--- src/rtl/cart_loader.sv ---
// Cartridge image loader: streams an ioctl download into ROM, sizes it,
// resolves the bank-switch scheme and SuperChip flag, then holds the
// 2600 core in reset for a programmable number of cycles.
module cart_loader #(
  parameter int HOLD_CYCLES = 16,
  parameter int MAX_SIZE    = 32768
) (
  input  logic        clk_sys,
  input  logic        reset,
  input  logic        ioctl_download,
  input  logic        ioctl_wr,
  input  logic [24:0] ioctl_addr,
  input  logic [7:0]  ioctl_dout,
  input  logic [31:0] ioctl_file_ext,
  input  logic [1:0]  sc_mode,
  output logic        rom_we,
  output logic [14:0] rom_waddr,
  output logic [7:0]  rom_wdata,
  output logic        core_reset,
  output logic [3:0]  force_bs,
  output logic        sc,
  output logic [16:0] rom_size,
  output logic        load_done,
  output logic        load_err
);

  localparam int          CNT_W    = (HOLD_CYCLES > 1) ? $clog2(HOLD_CYCLES) : 1;
  localparam logic [24:0] MAX_ADDR = 25'(MAX_SIZE);
  localparam int          N_EXT    = 9;

  // Extension table; the scheme code of entry i is i+1.
  localparam logic [23:0] EXT_TABLE [N_EXT] = '{
    ".F8", ".F6", ".FE", ".E0", ".3F", ".F4", ".P2", ".FA", ".CV"
  };

  typedef enum logic [1:0] {IDLE, LOAD, RESOLVE, HOLD} state_t;

  state_t             state_reg, state_next;
  logic               dl_prev_reg;
  logic               dl_rise, dl_fall;
  logic [CNT_W-1:0]   hold_cnt_reg;
  logic [16:0]        size_acc_reg;
  logic [7:0]         filler_reg;
  logic               cand_reg;
  logic               load_err_reg;
  logic               load_done_reg;
  logic               core_reset_reg;
  logic [3:0]         force_bs_reg;
  logic               sc_reg;
  logic [16:0]        rom_size_reg;

  logic               wr_in_load;
  logic               addr_ok;
  logic               load_start;
  logic [17:0]        addr_p1;
  logic [16:0]        size_cand;
  logic [23:0]        ext_sel;
  logic [N_EXT-1:0]   ext_hit;
  logic [3:0]         bs_ext;
  logic               ext_match;
  logic [3:0]         bs_size;
  logic [3:0]         bs_resolved;
  logic               sc_resolved;

  assign dl_rise = ioctl_download & ~dl_prev_reg;
  assign dl_fall = ~ioctl_download & dl_prev_reg;

  // State register
  always_ff @(posedge clk_sys) begin
    if (reset) state_reg <= IDLE;
    else       state_reg <= state_next;
  end

  // Next-state logic; a new download aborts the hold phase
  always_comb begin
    state_next = state_reg;
    case (state_reg)
      IDLE:    if (dl_rise) state_next = LOAD;
      LOAD:    if (dl_fall) state_next = RESOLVE;
      RESOLVE: state_next = HOLD;
      HOLD: begin
        if (dl_rise)                 state_next = LOAD;
        else if (hold_cnt_reg == '0) state_next = IDLE;
      end
      default: state_next = IDLE;
    endcase
  end

  // Output decode: ROM write pass-through and write qualification
  always_comb begin
    wr_in_load = (state_reg == LOAD) && ioctl_wr;
    addr_ok    = ioctl_addr < MAX_ADDR;
    rom_we     = wr_in_load && addr_ok && !reset;
    load_start = (state_reg != LOAD) && (state_next == LOAD);
    addr_p1    = {1'b0, ioctl_addr[16:0]} + 18'd1;
    size_cand  = addr_p1[17] ? 17'h1FFFF : addr_p1[16:0];
  end

  assign rom_waddr = ioctl_addr[14:0];
  assign rom_wdata = ioctl_dout;

  // A dot in the second byte means a two-character extension sits right-aligned
  assign ext_sel = (ioctl_file_ext[23:16] == 8'h2E) ? ioctl_file_ext[23:0]
                                                    : ioctl_file_ext[31:8];

  genvar gi;
  generate
    for (gi = 0; gi < N_EXT; gi++) begin : g_ext
      assign ext_hit[gi] = (ext_sel == EXT_TABLE[gi]);
    end
  endgenerate

  // Extension lookup; scanning downward leaves the first table match in place
  always_comb begin
    bs_ext    = 4'd0;
    ext_match = 1'b0;
    for (int i = N_EXT - 1; i >= 0; i--) begin
      if (ext_hit[i]) begin
        bs_ext    = 4'(i + 1);
        ext_match = 1'b1;
      end
    end
  end

  // Size-based scheme guess and SuperChip policy
  always_comb begin
    if (size_acc_reg <= 17'd4096)       bs_size = 4'd0;
    else if (size_acc_reg == 17'd8192)  bs_size = 4'd1;
    else if (size_acc_reg == 17'd12288) bs_size = 4'd8;
    else if (size_acc_reg == 17'd16384) bs_size = 4'd2;
    else if (size_acc_reg == 17'd32768) bs_size = 4'd6;
    else                                bs_size = 4'd0;

    bs_resolved = ext_match ? bs_ext : bs_size;

    case (sc_mode)
      2'd1:    sc_resolved = 1'b0;
      2'd2:    sc_resolved = 1'b1;
      default: sc_resolved = (ioctl_file_ext[7:0] == "S") ||
                             (cand_reg && (size_acc_reg >= 17'd8192));
    endcase
  end

  // Download edge tracker; sampled during reset so a held download is not replayed
  always_ff @(posedge clk_sys) begin
    dl_prev_reg <= ioctl_download;
  end

  // Load bookkeeping: size, overflow flag and SuperChip candidate detection
  always_ff @(posedge clk_sys) begin
    if (reset) begin
      size_acc_reg <= '0;
      filler_reg   <= '0;
      cand_reg     <= 1'b0;
      load_err_reg <= 1'b0;
    end else if (load_start) begin
      size_acc_reg <= '0;
      filler_reg   <= '0;
      cand_reg     <= 1'b0;
      load_err_reg <= 1'b0;
    end else if (wr_in_load) begin
      if (!addr_ok) load_err_reg <= 1'b1;
      if (size_cand > size_acc_reg) size_acc_reg <= size_cand;
      if (ioctl_addr == '0) begin
        filler_reg <= ioctl_dout;
        cand_reg   <= 1'b1;
      end else if ((ioctl_addr[11:8] == 4'd0) && (ioctl_dout != filler_reg)) begin
        cand_reg <= 1'b0;
      end
    end
  end

  // Resolved outputs update only in RESOLVE and persist afterwards
  always_ff @(posedge clk_sys) begin
    if (reset) begin
      force_bs_reg <= '0;
      sc_reg       <= 1'b0;
      rom_size_reg <= '0;
    end else if (state_reg == RESOLVE) begin
      force_bs_reg <= bs_resolved;
      sc_reg       <= sc_resolved;
      rom_size_reg <= size_acc_reg;
    end
  end

  // Hold counter, core reset and completion pulse
  always_ff @(posedge clk_sys) begin
    if (reset) begin
      hold_cnt_reg   <= '0;
      core_reset_reg <= 1'b1;
      load_done_reg  <= 1'b0;
    end else begin
      if (state_reg == RESOLVE)
        hold_cnt_reg <= CNT_W'(HOLD_CYCLES - 1);
      else if ((state_reg == HOLD) && (hold_cnt_reg != '0))
        hold_cnt_reg <= hold_cnt_reg - CNT_W'(1);
      core_reset_reg <= (state_next != IDLE);
      load_done_reg  <= (state_reg == HOLD) && (state_next == IDLE);
    end
  end

  assign core_reset = core_reset_reg;
  assign load_done  = load_done_reg;
  assign load_err   = load_err_reg;
  assign force_bs   = force_bs_reg;
  assign sc         = sc_reg;
  assign rom_size   = rom_size_reg;

endmodule

--- config.mk ---
export PLATFORM = sky130hd
export DESIGN_NAME = cart_loader
export DESIGN_NICKNAME = d
export VERILOG_FILES = /design/src/rtl/cart_loader.sv
export SDC_FILE = /design/constraint.sdc
export NUM_CORES = 1
export LEC_CHECK = 0
export CORE_UTILIZATION = 53
export CTS_BUF_LIST = sky130_fd_sc_hd__clkbuf_2
export CTS_CLUSTER_SIZE = 10
export DETAILED_ROUTE_END_ITERATION = 10
export PLACE_DENSITY_LB_ADDON = 0.05
export SLEW_MARGIN = 20
export SYNTH_ARGS = -nofsm -noshare
export SYNTH_HDL_FRONTEND = slang
export SYNTH_SLANG_ARGS = --single-unit
--- constraint.sdc ---
create_clock -name clk_sys -period 5.48 [get_ports clk_sys]
set_clock_uncertainty 0.2 [all_clocks]
set_input_delay 0.548 -clock clk_sys [delete_from_list [all_inputs] [get_ports clk_sys]]
set_output_delay 0.548 -clock clk_sys [all_outputs]
set_load 0.02 [all_outputs]
Yosys cells after proc, flatten, opt, wreduce, memory -nomap -nowiden
Cells that the tools add are included.
Widths: inputs -> output; s select.
{ "op_classes": {"addsub": 2, "order_cmp": 4, "n_eq_ne": 23, "mux": 36, "bitwise": 5, "n_reduce_logical": 24} }
{ "ops": {"columns": ["operator", "count"], "rows": [
  ["$eq 24x22->1 const B", 9],
  ["$mux 4", 15],
  ["$eq 17x14->1 const B", 2],
  ["$logic_not 25->1", 1],
  ["$lt 25x16->1 const B", 1],
  ["$mux 24", 1],
  ["$add 17x1->18 const B", 1],
  ["$eq 17x15->1 const B", 1],
  ["$eq 17x16->1 const B", 1],
  ["$ge 17x14->1 const B", 1],
  ["$gt 17x17->1", 1],
  ["$le 17x13->1 const B", 1],
  ["$mux 17", 1],
  ["$mux 1", 11],
  ["$eq 8x6->1 const B", 1],
  ["$eq 8x7->1 const B", 1],
  ["$logic_and 1x1->1", 8],
  ["$logic_not 4->1", 2],
  ["$mux 2", 4],
  ["$ne 8x8->1", 1],
  ["$pmux 2 s4", 1],
  ["$reduce_and 2->1", 4],
  ["$eq 2x1->1 const B", 3],
  ["$eq 2x2->1 const B", 3],
  ["other kinds (12)", 19]
]} }
{ "word_totals": {"ff_bits": 58, "input_bits": 71, "out_inout_bits": 49, "word_cells": 106} }

Depth between registers and ports, before layout
{ "depth": {"word_depth": 13, "ltp_mapped": 16, "mapped_depth_nobuf": 15} }

Least setup slack after synthesis
Ideal clock, no wire load.
{ "synth_timing": {"path_kind": "input port to flip-flop", "startpoint": "in ioctl_addr[2]", "endpoint": "reg size_acc_reg[11]", "setup_ns": 0.128, "t_arrival_ns": 3.289, "required_ns": 5.152, "slack_ns": 1.863, "path_stages": 14, "n_path_buf": 1, "cell_sequence": "and3_1 nand3_1 nor2_1 and3_1 nand3_1 o21a_1 ha_1 nand4_1 or4_1 o21ai_0 a311o_1 buf_1 mux2i_1 nor2_1"} }
{ "synth_via": {"elab_chain_len": 4} }
{ "synth_lines": {"columns": ["item", "line_no", "rtl"], "rows": [
  ["start, declared", "12", "input logic [24:0] ioctl_addr,"],
  ["$add 17x1->18 *", "95", "addr_p1 = {1'b0, ioctl_addr[16:0]} + 18'd1;"],
  ["$mux 17 *", "96", "size_cand = addr_p1[17] ? 17'h1FFFF : addr_p1[16:0];"],
  ["named net size_cand[11]", "56", "logic [16:0] size_cand;"],
  ["$gt 17x17->1", "163", "if (size_cand > size_acc_reg) size_acc_reg <= size_cand;"],
  ["$reduce_and 2->1 (no line)", null, null],
  ["end signal, assigned", "163", null],
  ["end, declared", "42", "logic [16:0] size_acc_reg;"]
]} }
Mark *: on every way through the listed nets, which the timed path passes. The rest lies on a longest branch.
A chain may end at the register's enable or synchronous reset.

Worst setup path after layout
{ "layout_timing": {"startpoint": "in ioctl_addr[2]", "endpoint": "reg size_acc_reg[7]"} }
{ "layout_via": {"elab_chain_len": 4} }
{ "layout_lines": {"columns": ["item", "line_no"], "rows": [
  ["$add 17x1->18", "95"],
  ["$mux 17", "96"],
  ["named net size_cand[11]", "56"],
  ["$gt 17x17->1", "163"],
  ["$reduce_and 2->1 (no line)", null]
]} }
The timed path passes the listed nets, and every way through them passes these cells.

==> results.md <==
- Leakage: between 1.5 and 2 nW
- Crit-path max FO: 13
- Syn Nets: around 610
- Syn-to-layout area delta: 29.2%
- Worst Hold End: rom_size[2]
- Via count: between 4000 and 5000
- RSZ-0062 raised after global routing: no
- Multi-input logic area: 2590 sq um
- Number of distinct library cells after synthesis: 71
- Data required, critical path: about 5.7 ns
- Post-placement cell count: 700
- DRT Pass-1 Iters: 5
- Reg area: 1160 sq um
- Critical path type: in2reg
- Worst-margin pin slew: roughly 0.87 ns
- Clock-pin slew on the worst setup and hold paths: 0.18 ns
- Final Hold Violating Endpoints: 0
- Fin util: 0.719
- Mapped Cells: a little over 500
- CTS Hold Buffers Added: 0
- Drt via density: about 5.7
- FF-to-FF End: size_acc_reg[7]
- Warnings from Yosys: 0
- VDD IR max: 0.0000880 V
- Hold path startpoint: size_acc_reg[2]
- Routed wire length: 10.2 mm
- Period utilisation layout: 0.721
- Antenna-violating nets left: 0
- I/O Buffers: 119
- Count of state elements after synthesis: 58
- Setup violators final: 0
- Minimum clock period: around 4.0 ns
- Status: finished, final reports clean
- Root Driver: clkbuf_2
- Synth Flop Type: dfxtp_1
- Slew Viols, Final: 0
- GR Util met2: 0.424
- Largest net degree at the start of global routing: 33
- Commonest non-fill, non-tap cells in the layout: 119 x clkdlybuf4s50_1, 66 x nand2_1, 58 x nor2_1, 58 x dfxtp_1
- Avg WL per Cell: approximately 14 microns
- Vias in the first global route: around 3900
- Fraction of layout cells with a size suffix above 1: 0.0665
- Rel. slew slack: 0.421
- Chip Width: approximately 90 microns
- H-Tree Depth: 3
- Critical Path Sink Type: register
- TNS Setup: 0 ns
- Initial antenna violation count: 0
- Worst R2R Path Depth: 9
- RePlAce Congestion: 0.961
- Fillers: 611
- Post-CTS sizing: 0
- Mapped Area: a little over 4000 sq um
- EDFF count, synth: 0
- Diode count: 0
- Initial drt markers: 224
- HPWL after DPL: 8.15 mm
- Total CTS buffers: 9
- Die area: about 8100 sq um
- Dpl ws: ~1.0 ns
- Core Rows: 31
- Initial core utilization: 0.557
- Setup ws final: 1.53 ns
- Async S/R FF share, synth: 0
- Critical Path AT: approximately 4.1 ns
- Setup slack, reg-to-reg: 2.83 ns
- Final cell count without fillers: roughly 700
- Most common cell after layout, fill and taps aside: clkdlybuf4s50_1
- Chip height: about 90 microns
- IO Count: between 100 and 150
- Top Usage Layer GRT: met2
- Fmax: between 200 and 300 MHz
- Register area share after synthesis: 0.283
- FF-to-FF Start: size_acc_reg[12]
- Nets@finish: about 700
- Latest clock arrival within the worst-skew pair: ~0.48 ns
- Post-CTS Setup Inserts: 0
- First-pass GRT wire length: roughly 18 mm
- Syn_area_per_cell: approximately 8 sq um
- CP Launch Type: input port
- Clock net sink count: slightly below 60
- MaxCap Viol Count: 0
- Cells on Worst Hold Path: 2
- DRC violation count after routing: 0
- Pwr Density: approximately 170 nW/um^2
- Core Area: 7370 sq um
- M3 GR Usage: 0.0474
- CTS tree: done
- Max Buffers Root-to-Sink: 2
- Grt ovf: 0
- GR Layer Usage met1: 0.357
- Hold Path Class: reg2reg
- Gr usage total: 0.261
## Yosys cell counts (3+ instances only)
library cell / number / area share
a211oi_1: 16 / 0.029
a21o_1: 7 / 0.013
a21oi_1: 28 / 0.034
a22oi_1: 3 / 0.0055
a31oi_1: 6 / 0.0091
a41oi_1: 4 / 0.0085
and3_1: 7 / 0.011
buf_4: 25 / 0.046
clkbuf_1: 15 / 0.014
dfxtp_1: 58 / 0.28
ha_1: 21 / 0.064
inv_1: 28 / 0.026
mux2i_1: 11 / 0.027
nand2_1: 66 / 0.060
nand2b_1: 8 / 0.012
nand3_1: 16 / 0.020
nand3b_1: 4 / 0.0073
nand4_1: 8 / 0.012
nor2_1: 58 / 0.053
nor2b_1: 9 / 0.014
nor3_1: 4 / 0.0049
nor4_1: 14 / 0.021
o21a_1: 8 / 0.015
o21ai_0: 8 / 0.0098
or3_1: 6 / 0.0091
or4_1: 8 / 0.015
xnor2_1: 4 / 0.0085
xor2_1: 15 / 0.032
## cell families (layout without fill, tap and decap cells)
group	Yosys count	in the layout	share of synthesized area
xor+xnor	19	19	0.0405
compound gates	107	107	0.187
flops	58	58	0.283
buf+inv	70	168	0.0869
fa+ha+maj	22	22	0.0665
mux	11	11	0.0268
simple gates	232	232	0.310
## power by group
| group | switching [W] | internal, W |
|---|---|---|
| Clock | 0.000165 | 0.0000575 |
| Sequential | 0.00000906 | 0.000431 |
| Combinational | 0.000114 | 0.000114 |
## critical path, stage by stage
cell             delay [ns]
clkdlybuf4s50_1        0.58
and3_1                 0.25
nand3_1                0.17
nor2_1                 0.31
and3_1                 0.22
nand3_1                0.08
o21a_1                 0.14
ha_1                   0.30
nand4_1                0.14
or4_1                  0.53
o21ai_0                0.18
a311o_1                0.17
buf_4                  0.19
nor2_1                 0.06
a211oi_1               0.26
## metal layers
layer  part of all wire  vias up
met3              0.053       12
met5                  0        -
met4              0.011        0
li1                   -     2048
met2               0.45      138
met1               0.49     1877
## cell type report
class | instances | share of cell area
clock buffers | 9 | 0.00850
clock inverters | 7 | 0.00850
inverters | 28 | 0.0198
multi-input cells | 391 | 0.489
flip-flops and latches | 58 | 0.219
well taps | 99 | 0.0234
repair buffers | 124 | 0.232
## worst max path at each step
stage	startpoint	endpoint	slack, ns	cells after the start
after global placement	ioctl_addr[2]	size_acc_reg[11]	1.26	15
after detailed placement	ioctl_addr[2]	size_acc_reg[11]	1.05	15
after global routing	ioctl_addr[2]	size_acc_reg[9]	1.27	15
after floorplan	ioctl_addr[2]	size_acc_reg[11]	1.86	14
final	ioctl_addr[2]	size_acc_reg[7]	1.53	15
after CTS	ioctl_addr[2]	size_acc_reg[11]	1.56	15
## per-stage QoR
| step | area, sq um | hold WS [ns] | power [W] |
|---|---|---|---|
| floorplan | 4100 | 0.245 | 0.000576 |
| global placement | 5210 | 0.244 | 0.000671 |
| detailed placement | 5210 | 0.248 | 0.000675 |
| CTS | 5300 | 0.268 | 0.000891 |
| global route | 5300 | 0.288 | 0.000936 |
| finish | 5300 | 0.263 | 0.000890 |
Power figures use the tool's default switching activity.
